--- src/rtl/game_pkg.sv ---
// Shared game definitions: state encodings and playfield/sprite geometry
// used by the player controller and the renderer.
package game_pkg;

  typedef enum logic [3:0] {
    ST_TITLE    = 4'd0,
    ST_STAFF    = 4'd1,
    ST_STAGE1   = 4'd2,
    ST_SUCCESS1 = 4'd3,
    ST_STAGE2   = 4'd4,
    ST_SUCCESS2 = 4'd5,
    ST_STAGE3   = 4'd6,
    ST_SUCCESS3 = 4'd7,
    ST_FAIL     = 4'd8,
    ST_HELP     = 4'd9
  } game_state_e;

  typedef enum logic {
    ANIM_IDLE = 1'b0,
    ANIM_WALK = 1'b1
  } anim_mode_e;

  localparam int PLAY_W   = 320;
  localparam int PLAY_H   = 240;
  localparam int SPRITE_W = 10;
  localparam int SPRITE_H = 10;

endpackage

--- src/rtl/anim_counter.sv ---
// Per-character animation frame counter: a tick divider that steps a
// frame index modulo FRAMES every ANIM_DIV enabled ticks.
module anim_counter #(
  parameter int FRAMES   = 4,
  parameter int ANIM_DIV = 8
) (
  input  logic       clk,
  input  logic       rst,
  input  logic       tick,
  input  logic       en,
  input  logic       clr,
  output logic [3:0] frame
);

  localparam logic [7:0] DIV_LAST   = 8'(ANIM_DIV - 1);
  localparam logic [3:0] FRAME_LAST = 4'(FRAMES - 1);

  logic [7:0] r_div;
  logic [3:0] r_frame;

  // clr is immediate; callers gate it with tick when they want a tick-aligned clear
  always_ff @(posedge clk) begin
    if (rst || clr) begin
      r_div   <= 8'd0;
      r_frame <= 4'd0;
    end else if (tick && en) begin
      if (r_div == DIV_LAST) begin
        r_div   <= 8'd0;
        r_frame <= (r_frame == FRAME_LAST) ? 4'd0 : r_frame + 4'd1;
      end else begin
        r_div <= r_div + 8'd1;
      end
    end
  end

  assign frame = r_frame;

endmodule

--- src/rtl/player_ctrl.sv ---
// Player position, per-character animation frames and unlock mask,
// all advancing on the per-frame tick.
module player_ctrl
  import game_pkg::*;
#(
  parameter int STEP     = 1,
  parameter int FRAMES   = 4,
  parameter int ANIM_DIV = 8,
  parameter int SPAWN_X  = 10,
  parameter int SPAWN_Y  = 115,
  parameter int X_MAX    = PLAY_W - SPRITE_W,
  parameter int Y_MAX    = PLAY_H - SPRITE_H
) (
  input  logic        clk,
  input  logic        rst,
  input  logic [3:0]  state,
  input  logic        tick,
  input  logic        key_up,
  input  logic        key_down,
  input  logic        key_left,
  input  logic        key_right,
  output logic [8:0]  player_x,
  output logic [8:0]  player_y,
  output logic [11:0] player_state,
  output logic [3:0]  play_valid
);

  localparam logic signed [9:0] STEP_S  = 10'(STEP);
  localparam logic signed [9:0] X_MAX_S = 10'(X_MAX);
  localparam logic signed [9:0] Y_MAX_S = 10'(Y_MAX);
  localparam logic [8:0]        SPAWN_XV = 9'(SPAWN_X);
  localparam logic [8:0]        SPAWN_YV = 9'(SPAWN_Y);

  function automatic logic [8:0] clamp_axis(input logic signed [9:0] v,
                                            input logic signed [9:0] vmax);
    if (v < 10'sd0)       return 9'd0;
    else if (v > vmax)    return vmax[8:0];
    else                  return v[8:0];
  endfunction

  logic [3:0]  r_prev_state;
  logic [8:0]  r_x, r_y;
  logic [3:0]  r_valid;

  logic        w_entry;
  logic        w_in_stage;
  logic [1:0]  w_stage_k;
  logic        w_attract;
  anim_mode_e  w_mode;
  logic signed [9:0] w_dx, w_dy, w_nx, w_ny;
  logic [2:0]  w_en, w_clr;
  logic [3:0]  w_frame [3];

  assign w_entry = (state != r_prev_state);

  always_comb begin
    w_in_stage = 1'b0;
    w_stage_k  = 2'd0;
    w_attract  = 1'b0;
    case (state)
      ST_STAGE1: begin w_in_stage = 1'b1; w_stage_k = 2'd1; end
      ST_STAGE2: begin w_in_stage = 1'b1; w_stage_k = 2'd2; end
      ST_STAGE3: begin w_in_stage = 1'b1; w_stage_k = 2'd3; end
      ST_TITLE, ST_STAFF, ST_SUCCESS1, ST_SUCCESS2, ST_SUCCESS3: w_attract = 1'b1;
      default: ;
    endcase
  end

  // Opposing keys cancel; walking means at least one axis has a net direction
  always_comb begin
    w_dx = 10'sd0;
    w_dy = 10'sd0;
    if (key_right && !key_left) w_dx = STEP_S;
    if (key_left && !key_right) w_dx = -STEP_S;
    if (key_down && !key_up)    w_dy = STEP_S;
    if (key_up && !key_down)    w_dy = -STEP_S;
    w_mode = ((key_left ^ key_right) || (key_up ^ key_down)) ? ANIM_WALK : ANIM_IDLE;
    w_nx = $signed({1'b0, r_x}) + w_dx;
    w_ny = $signed({1'b0, r_y}) + w_dy;
  end

  always_comb begin
    w_en  = 3'b000;
    w_clr = 3'b000;
    for (int k = 0; k < 3; k++) begin
      if (w_attract) begin
        w_en[k] = 1'b1;
      end else if (w_in_stage && (w_stage_k == 2'(k + 1))) begin
        w_en[k]  = !w_entry && (w_mode == ANIM_WALK);
        w_clr[k] = w_entry || (tick && (w_mode == ANIM_IDLE));
      end
    end
  end

  always_ff @(posedge clk) begin
    if (rst) begin
      r_prev_state <= ST_TITLE;
      r_x          <= SPAWN_XV;
      r_y          <= SPAWN_YV;
      r_valid      <= 4'b0010;
    end else begin
      r_prev_state <= state;
      if (w_in_stage && w_entry) begin
        r_x <= SPAWN_XV;
        r_y <= SPAWN_YV;
      end else if (w_in_stage && tick) begin
        r_x <= clamp_axis(w_nx, X_MAX_S);
        r_y <= clamp_axis(w_ny, Y_MAX_S);
      end
      if (w_entry && (state == ST_SUCCESS1)) r_valid[2] <= 1'b1;
      if (w_entry && (state == ST_SUCCESS2)) r_valid[3] <= 1'b1;
    end
  end

  for (genvar g = 0; g < 3; g++) begin : g_anim
    anim_counter #(
      .FRAMES   (FRAMES),
      .ANIM_DIV (ANIM_DIV)
    ) u_anim (
      .clk   (clk),
      .rst   (rst),
      .tick  (tick),
      .en    (w_en[g]),
      .clr   (w_clr[g]),
      .frame (w_frame[g])
    );
  end

  assign player_x     = r_x;
  assign player_y     = r_y;
  assign player_state = {w_frame[2], w_frame[1], w_frame[0]};
  assign play_valid   = r_valid;

endmodule

--- config.mk ---
export PLATFORM = sky130hd
export DESIGN_NAME = player_ctrl
export DESIGN_NICKNAME = d
export VERILOG_FILES = /design/src/rtl/game_pkg.sv /design/src/rtl/anim_counter.sv /design/src/rtl/player_ctrl.sv
export SDC_FILE = /design/constraint.sdc
export NUM_CORES = 1
export LEC_CHECK = 0
export CAP_MARGIN = 5
export CORE_MARGIN = 8
export CORE_UTILIZATION = 40
export CTS_BUF_LIST = sky130_fd_sc_hd__clkbuf_16
export DETAILED_ROUTE_END_ITERATION = 7
export GPL_ROUTABILITY_DRIVEN = 0
export PLACE_DENSITY = 0.57
export SYNTH_ARGS = -nofsm -noshare
export SYNTH_HDL_FRONTEND = slang
export SYNTH_SLANG_ARGS = --single-unit
--- constraint.sdc ---
create_clock -name clk -period 5.4 [get_ports clk]
set_input_delay 0.81 -clock clk [delete_from_list [all_inputs] [get_ports clk]]
set_output_delay 0.81 -clock clk [all_outputs]
set_load 0.005 [all_outputs]
; ---- Yosys cells after proc, flatten, opt, wreduce, memory -nomap -nowiden
; Index checks and enable logic that the tools add are counted.
[totals]
output_inout_bits = 34
wordCells = 106
register_bits = 60
[op_classes]
n_eq_ne = 17
order_cmp = 4
n_addsub = 8
reduce_logical = 33
n_mux = 30
bitwise = 3
[ops]
columns = operator, count
row1 = 9-bit 2-to-1 mux, 4
row2 = "8-bit by 1-bit adder with 8-bit output, second input constant", 3
row3 = "8-bit by 3-bit equality test with 1-bit output, second input constant", 3
row4 = 8-bit 2-to-1 mux, 3
row5 = 10-bit adder, 2
row6 = "4-bit by 2-bit equality test with 1-bit output, second input constant", 5
row7 = "10-bit by 1-bit < comparator with 1-bit output, second input constant", 2
row8 = 10-bit 2-to-1 mux, 2
row9 = 1-bit 2-to-1 mux, 17
row10 = "4-bit by 3-bit equality test with 1-bit output, second input constant", 4
row11 = 1-bit logical AND, 16
row12 = "4-bit by 1-bit adder with 4-bit output, second input constant", 3
row13 = 4-bit 2-to-1 mux, 3
row14 = "10-bit greater-than comparator, second input constant", 1
row15 = "10-bit by 9-bit greater-than comparator with 1-bit output, second input constant", 1
row16 = 2-bit one-hot mux with 3 select lines, 1
row17 = 2-bit AND reduction, 3
row18 = 1-bit logical NOT, 5
row19 = 1-bit logical OR, 5
row20 = 5-bit OR reduction, 1
row21 = "2-bit equality test, second input constant", 2
row22 = "4-bit by 1-bit equality test with 1-bit output, second input constant", 1
row23 = 4-bit logical NOT, 1
row24 = 4-bit inequality test, 1
row25 = other kinds (5), 6

; ---- Depth between registers and ports, before layout
; Gate-level depths: netlist of run 1.
[logic_depth]
ltp_word = 9
mapped_depth = 13

; ---- Modules after synthesis
; A second synthesis of run 1 with hierarchy kept.
[unflattened]
cells_unflattened = 558
hier_area_um2 = 4485.6
[by_module_without_submodules]
columns = module, n_inst, cells_each, area_per_inst_um2
row1 = player_ctrl, 1, 357, 2620.0
row2 = anim_counter, 3, 67, 621.8

; ---- Worst setup path after synthesis of run 1
; No wires, ideal clock.
[synth_path]
path_type = input port to flip-flop
startpoint = in key_right
endpoint = reg r_x[6], in the netlist player_x[6]
required_ns = 5.330
stages = 12
setup_slack_ns = 2.006
n_path_buf = 2
arrival_ns = 3.324
path_cell_list = inv_1 ha_1 buf_4 clkbuf_1 xor2_1 ha_1 nor4_2 nor4_4 mux2_2 and3b_1 or4b_1 a21oi_1
[synth_via]
elab_chain_len = 7
elab_cells_between_ends = 10
[synth_lines]
columns = item, line_no
row1 = start: declaration, player_ctrl.sv:21  ; input logic key_right,
row2 = 1-bit logical AND or 1-bit logical NOT (tied branches), "player_ctrl.sv:73, player_ctrl.sv:74"
row3 = 1-bit 2-to-1 mux or 1-bit logical AND (tied branches), "player_ctrl.sv:73, player_ctrl.sv:74"
row4 = 10-bit 2-to-1 mux *, player_ctrl.sv:74  ; if (key_left && !key_right) w_dx = -STEP_S;
row5 = 10-bit adder *, player_ctrl.sv:78  ; w_nx = $signed({1'b0, r_x}) + w_dx;
row6 = 10-bit greater-than comparator, player_ctrl.sv:37  ; else if (v > vmax) return vmax[8:0];
row7 = 9-bit 2-to-1 mux, player_ctrl.sv:37
row8 = 9-bit 2-to-1 mux *, player_ctrl.sv:36  ; if (v < 10'sd0) return 9'd0;
row9 = end signal: assignment, player_ctrl.sv:107  ; r_x <= clamp_axis(w_nx, X_MAX_S);
row10 = end: declaration, player_ctrl.sv:42  ; logic [8:0] r_x, r_y;
; Every way passes the cells marked *; elsewhere a longest branch is shown, timed or not.
; A chain may end at the register's enable or synchronous reset.

; ---- Worst setup path in the final report of run 1
[layout_path]
startpoint = in key_left
endpoint = reg r_x[6], in the netlist player_x[6]
[layout_via]
elab_chain_len = 8
elab_cells_between_ends = 10
[layout_lines]
columns = item, line_no
row1 = start: declaration, player_ctrl.sv:20  ; input logic key_left,
row2 = 1-bit logical NOT, player_ctrl.sv:73  ; if (key_right && !key_left) w_dx = STEP_S;
row3 = 1-bit logical AND, player_ctrl.sv:73
row4 = 1-bit 2-to-1 mux, player_ctrl.sv:73
row5 = 10-bit 2-to-1 mux *, player_ctrl.sv:74
row6 = 10-bit adder *, player_ctrl.sv:78
row7 = 10-bit greater-than comparator, player_ctrl.sv:37
row8 = 9-bit 2-to-1 mux, player_ctrl.sv:37
row9 = 9-bit 2-to-1 mux *, player_ctrl.sv:36
; Marks and branches as above.

==> flow_metrics.py, run 1 <==
metrics = {
    "die": {
        "placementRows": 36,
        "die_y_microns": 115,
        "start_util": 0.406,
        "die_width_microns": 115,
        "fp.dieArea_sq_um": 13200,
        "boundaryPins": 45,
        "core_sq_um": 9640,
    },
    "synth": {
        "synthArstFlopShare": 0,
        "ys.flop_type": "dfxtp_1",
        "synth_edf_count": 0,
        "yosys_register_bits": 60,
        "yosysWarnings": 0,
        "ys_types": 71,
        "syn_area_per_cell_sq_um": 8.23,
        "synth_seq_area_share": 0.307,
        "synthesis.nets": 502,
        "netlist_area_sq_um": 3910,
        "syn-instance-count": 475,
    },
    "worst_setup_path": {
        "timing.rr.end": "player_x[0]$_SDFFE_PP0P_",
        "cp_slowest_stage_delay_ns": 0.85,
        "crit_family": "adder cells",
        "crit_buf_inv": 1,
        "path_cells": "clkdlybuf4s50_1 -> ha_1 -> ha_1 -> a31o_2 -> or3_1 -> mux2_2 -> a31oi_4 -> or4b_1 -> a21oi_1",
        "r2r_start": "player_x[1]$_SDFFE_PP1P_",
        "critPathMaxFanout": 30,
        "start_kind": "primary input",
        "cp_common_cell": "ha_1",
        "critPathSlowestCell": "ha_1",
        "reg2reg_slack_ns": 2.76,
        "critPathKind": "in -> reg",
        "endpoint_kind": "register",
        "worst_ep_required_time_ns": 5.65,
        "reg2reg_depth": 9,
        "critPathArrivalTime_ns": 4.28,
    },
    "final_layout": {
        "antennaDiodeCount": 0,
        "multiInputGateArea_sq_um": 2510,
        "nFillCells": 971,
        "syn_to_final_growth_pct": 18.8,
        "layout-drive-gt1-share": 0.0613,
        "layout.nets": 528,
        "regArea_sq_um": 1200,
    },
    "global_routing": {
        "grt-ovfl-total": 0,
        "track_usage": 0.134,
        "grt_pass1_wl_microns": 14600,
        "grt_max_degree": 31,
        "grt_antenna_before_repair": 0,
        "grt_pass1_vias": 3050,
    },
    "detailed_routing": {
        "dr.first_iter.drc_count": 245,
        "wl_microns": 8790,
        "first_pass_iters": 5,
        "ant_nets": 0,
        "drc": 0,
        "avgViaCountPerCell": 5.25,
        "vias": 3354,
        "wl_per_cell_microns": 13.8,
    },
    "timing": {
        "drv_slew": 0,
        "worst_pin_slew_ns": 1.04,
        "skew_ns": 0.00634,
        "rsz0062_at_grt": "no",
        "fmax_mhz": 248,
        "setup_tns_ns": 0,
        "post-route-min-period_ns": 4.03,
        "hold_viol": 0,
        "slew_headroom": 0.310,
        "setup_viol": 0,
        "min_period_over_period": 0.746,
    },
    "clock_network": {
        "htree_levels": 3,
        "cts_tree": "built",
        "post_cts_buffers": 0,
        "holdBufCountCts": 0,
        "path_clk_slew_ns": 0.05,
        "cts-root-buf": "clkbuf_16",
        "cts_made_buffers": 9,
        "cts_buffer_depth": 2,
        "clock_sinks": 60,
        "cts_resized": 0,
        "insertion_delay_ns": 0.33,
    },
    "worst_hold_path": {
        "worstHoldPathCells": 2,
        "min_from": "play_valid[3]$_SDFFE_PP0P_",
        "worst_hold_path.endpoint": "play_valid[3]$_SDFFE_PP0P_",
        "holdCritPathClass": "reg -> reg",
    },
    "power": {
        "vdd_drop_max_mv": 0.159,
        "power.leakage_uw": 0.00176,
        "power.share.combinational": 0.132,
        "finalPower_uw": 1180,
        "netSwitchingPower_uw": 307,
        "swShare": 0.260,
        "p_int_uw": 874,
        "clkPwrFrac": 0.473,
        "p_seq_frac": 0.394,
        "powerDensity_nw_per_um2": 254,
    },
    "outcome": {
        "status": "finished, final reports clean",
    },
    "placement": {
        "dpl.hpwl_microns": 6230,
        "io_buffer_count": 42,
    },
    "flow_run": {
        "cap_violations": 0,
    },
}
## worst max path at each step
stage,start,endpoint,depth (start not counted)
6_report,key_left,player_x[6]$_SDFFE_PP0P_,9
5_1_grt,key_left,player_x[0]$_SDFFE_PP0P_,11
4_1_cts,key_left,player_x[6]$_SDFFE_PP0P_,9
3_5_place_dp,key_left,player_x[6]$_SDFFE_PP0P_,9
3_3_place_gp,key_left,player_x[6]$_SDFFE_PP0P_,9
2_1_floorplan,key_right,player_x[6]$_SDFFE_PP0P_,12
## cell usage in the layout, fill, tap and decap left out, types with 7 or more instances in the layout
master           count
clkbuf_16            9
and3_1               7
nor2_1              57
a21oi_1             26
xnor2_1             22
a21o_1               9
nand3_1             18
inv_1               12
xor2_1              25
ha_1                16
mux2i_1              7
dfxtp_1             60
nand4_1              9
nor3b_1              7
clkdlybuf4s50_1     42
nand2_1             40
nor3_1              13
## routing by layer
layer	part of all wire	up-vias	wire (microns)	track usage
li1	-	1757	-	-
met1	0.49	1541	4330	0.176
met2	0.45	50	3990	0.208
met3	0.045	6	394	0.0373
met4	0.0086	0	76	0.0394
met5	0	-	0	0
## worst min-delay path, delay by kind of cell (launching register included)
kind | cells | cell delay (ns)
compound gates | 1 | 0.04
flops | 1 | 0.33
simple gates | 1 | 0.08
## layout make-up
class                   instances  area share
multi-input cells             373       0.539
flip-flops and latches         60       0.259
repair buffers                 43      0.0921
clock buffers                   9      0.0485
well taps                     133      0.0358
clock inverters                 7      0.0143
inverters                      14      0.0113
## synth_stat cells (5+ instances only)
cell      count  area share
and2_1        5      0.0080
nand3_1      18       0.023
ha_1         16       0.051
a22oi_1       5      0.0096
and3_1        7       0.011
buf_2         7      0.0090
mux2i_1       7       0.018
o21ai_0       6      0.0077
nand2_1      40       0.038
xor2_1       25       0.056
xnor2_1      22       0.049
dfxtp_1      60        0.31
clkbuf_1     13       0.012
and4b_1       5       0.013
nand4_1       9       0.014
a21oi_1      26       0.033
a21o_1        9       0.017
nor3b_1       7       0.013
or3_1         6      0.0096
inv_1        12       0.012
a31oi_1       6      0.0096
nor2_1       57       0.055
nor3_1       13       0.017
## power groups by stage
| stage | sequential, uW | combinational [uW] | clock (uW) |
|---|---|---|---|
| floorplan | 467 | 122 | 0 |
| global placement | 475 | 155 | 0 |
| detailed placement | 475 | 156 | 0 |
| finish | 466 | 156 | 559 |
| global route | 467 | 176 | 592 |
| CTS | 466 | 157 | 572 |
## sequential cells by signal, summed over array words and instances, names as in the netlist
signal,flops
g_anim.u_anim.r_div,24
r_prev_state,4
player_x,9
g_anim.u_anim.frame,12
player_y,9
play_valid,2
## cells by family (layout without fill, tap and decap cells)
kind of cell               after synthesis  in the layout  synth area share
DFF                                     60             60             0.307
muxes                                   10             10            0.0266
xor gates and xnor gates                48             48             0.109
adders and majority gates               16             16            0.0512
buffers and inverters                   42             73            0.0521
AOI/OAI and AO/OA                      100            100             0.181
other                                    2              2           0.00192
and+or+nand+nor                        197            197             0.271
## metrics by stage
stage / cells / utilization / setup slack (ns) / area, sq um / hold WS [ns]
floorplan: 475 / - / 2.01 / 3910 / 0.461
global placement: 623 / 0.452 / 1.20 / 4350 / 0.470
detailed placement: 623 / 0.452 / 1.08 / 4350 / 0.467
CTS: 639 / 0.482 / 1.42 / 4650 / 0.497
global route: 639 / 0.482 / 1.18 / 4650 / 0.515
finish: 639 / 0.482 / 1.37 / 4650 / 0.492
Power figures use the tool's default switching activity.
==> run 2: changes to the inputs <==
--- a/config.mk
+++ b/config.mk
@@ -11,7 +11,7 @@
 export CTS_BUF_LIST = sky130_fd_sc_hd__clkbuf_16
 export DETAILED_ROUTE_END_ITERATION = 7
 export GPL_ROUTABILITY_DRIVEN = 0
-export PLACE_DENSITY = 0.57
+export PLACE_DENSITY = 0.59
 export SYNTH_ARGS = -nofsm -noshare
 export SYNTH_HDL_FRONTEND = slang
 export SYNTH_SLANG_ARGS = --single-unit
==> constraint.sdc (replaced) <==
create_clock -name clk -period 3.7 [get_ports clk]
set_input_delay 0.555 -clock clk [delete_from_list [all_inputs] [get_ports clk]]
set_output_delay 0.555 -clock clk [all_outputs]
set_load 0.005 [all_outputs]
==> flow_metrics.py, run 2 (same netlist as run 1, synthesis figures left out) <==
metrics = {
    "outcome": {
        "status": "finished, final reports clean",
    },
    "global_routing": {
        "use_met1": 0.174,
        "grt-ovfl-total": 0,
        "grt_pass1_vias": 3155,
        "track_usage": 0.135,
        "grtUsageMet2": 0.217,
        "grt_max_degree": 21,
        "busiest_layer": "met2",
        "globalRouteMet3Util": 0.0378,
        "grt_antenna_before_repair": 0,
        "grt_pass1_wl_microns": 15000,
    },
    "worst_setup_path": {
        "endpoint_kind": "register",
        "start_kind": "primary input",
        "critPathMaxFanout": 5,
        "critPathArrivalTime_ns": 3.51,
        "critPathKind": "in -> reg",
        "worst_ep_required_time_ns": 3.92,
    },
    "final_layout": {
        "regArea_sq_um": 1200,
        "layout_common_cells": "dfxtp_1 (60), nor2_1 (57), clkdlybuf4s50_1 (42)",
        "nFillCells": 971,
        "layout.nets": 537,
        "layout-drive-gt1-share": 0.0778,
        "antennaDiodeCount": 0,
        "final_common_cell": "dfxtp_1",
        "multiInputGateArea_sq_um": 2510,
        "top_register": "g_anim.u_anim.r_div",
        "finalInstanceArea_sq_um": 4700,
        "largest_reg_flops": 24,
        "syn_to_final_growth_pct": 20.3,
    },
    "die": {
        "die_y_microns": 115,
        "die_width_microns": 115,
        "fp.dieArea_sq_um": 13200,
        "placementRows": 36,
        "boundaryPins": 45,
        "core_sq_um": 9640,
        "start_util": 0.406,
    },
    "timing": {
        "slew_headroom": 0.531,
        "fmax_mhz": 304,
        "worst_pin_slew_ns": 0.704,
        "rsz0062_at_grt": "no",
        "hold_viol": 0,
        "skew_ns": 0.00591,
        "min_period_over_period": 0.888,
        "setup_viol": 0,
        "post-route-min-period_ns": 3.29,
        "drv_slew": 0,
        "setup_tns_ns": 0,
    },
    "detailed_routing": {
        "avgViaCountPerCell": 5.28,
        "wl_per_cell_microns": 13.7,
        "ant_nets": 0,
        "wl_microns": 8870,
        "dr.first_iter.drc_count": 152,
        "drc": 0,
        "vias": 3413,
        "first_pass_iters": 4,
    },
    "placement": {
        "io_buffer_count": 42,
        "placed_area_sq_um": 4420,
        "dpl.hpwl_microns": 6480,
    },
    "flow_run": {
        "cap_violations": 0,
    },
    "clock_network": {
        "clock_sinks": 60,
        "cts-root-buf": "clkbuf_16",
        "holdBufCountCts": 0,
        "htree_levels": 3,
        "insertion_delay_ns": 0.32,
        "post_cts_buffers": 0,
        "cts_tree": "built",
        "cts_resized": 0,
        "cts_buffer_depth": 2,
        "cts_made_buffers": 9,
        "path_clk_slew_ns": 0.05,
    },
    "power": {
        "power.leakage_uw": 0.00182,
        "vdd_drop_max_mv": 0.220,
        "powerDensity_nw_per_um2": 364,
    },
    "worst_hold_path": {
        "holdCritPathClass": "reg -> reg",
    },
}
run 2: path summary, 6_finish.rpt:
kind              depth (start not counted)                         end                       start  slack [ns]
setup reg to reg                          9    player_x[0]$_SDFFE_PP0P_    player_x[1]$_SDFFE_PP1P_        1.13
setup / recovery                         13    player_y[2]$_SDFFE_PP0P_                    key_down        0.41
hold / removal                            2  play_valid[2]$_SDFFE_PP0P_  play_valid[2]$_SDFFE_PP0P_        0.50
hold reg to reg                           2  play_valid[2]$_SDFFE_PP0P_  play_valid[2]$_SDFFE_PP0P_        0.50
run 2: report_power, final:
part | switching, uW | total [uW] | internal [uW]
logic | 131 | 237 | 105
registers | 20.5 | 680 | 659
clock network | 282 | 794 | 512
run 2: critical path, cell delays in order:
cell and delay, ns:
clkdlybuf4s50_1 0.45, inv_1 0.05, ha_1 0.31, inv_1 0.05, ha_1 0.23, ha_1 0.23
or3_1 0.31, a21oi_1 0.24, nor3_1 0.09, nor3b_1 0.26, xnor2_1 0.18, nand4_1 0.24
a221oi_1 0.33
run 2: area by class of cell:
cell class	instances	share of cell area
well taps	133	0.0354
inverters	14	0.0112
flip-flops and latches	60	0.255
clock inverters	6	0.0122
multi-input cells	373	0.533
clock buffers	9	0.0479
repair buffers	52	0.105
run 2: metrics by stage:
| stage | hold WS (ns) | cells | utilization | power, uW | setup WS, ns |
|---|---|---|---|---|---|
| 3_3_place_gp | 0.480 | 632 | 0.459 | 926 | 0.156 |
| 2_1_floorplan | 0.461 | 475 | - | 859 | 0.561 |
| 5_1_grt | 0.527 | 647 | 0.488 | 1790 | 0.134 |
| 6_report | 0.496 | 647 | 0.488 | 1710 | 0.414 |
| 3_5_place_dp | 0.459 | 632 | 0.459 | 928 | 0.0778 |
| 4_1_cts | 0.493 | 647 | 0.488 | 1730 | 0.404 |
run 2: routing by layer:
metal | vias to the layer above | wire length [microns]
met5 | - | 0
met4 | 0 | 102
met3 | 7 | 419
met2 | 52 | 4030
met1 | 1583 | 4320
li1 | 1771 | -
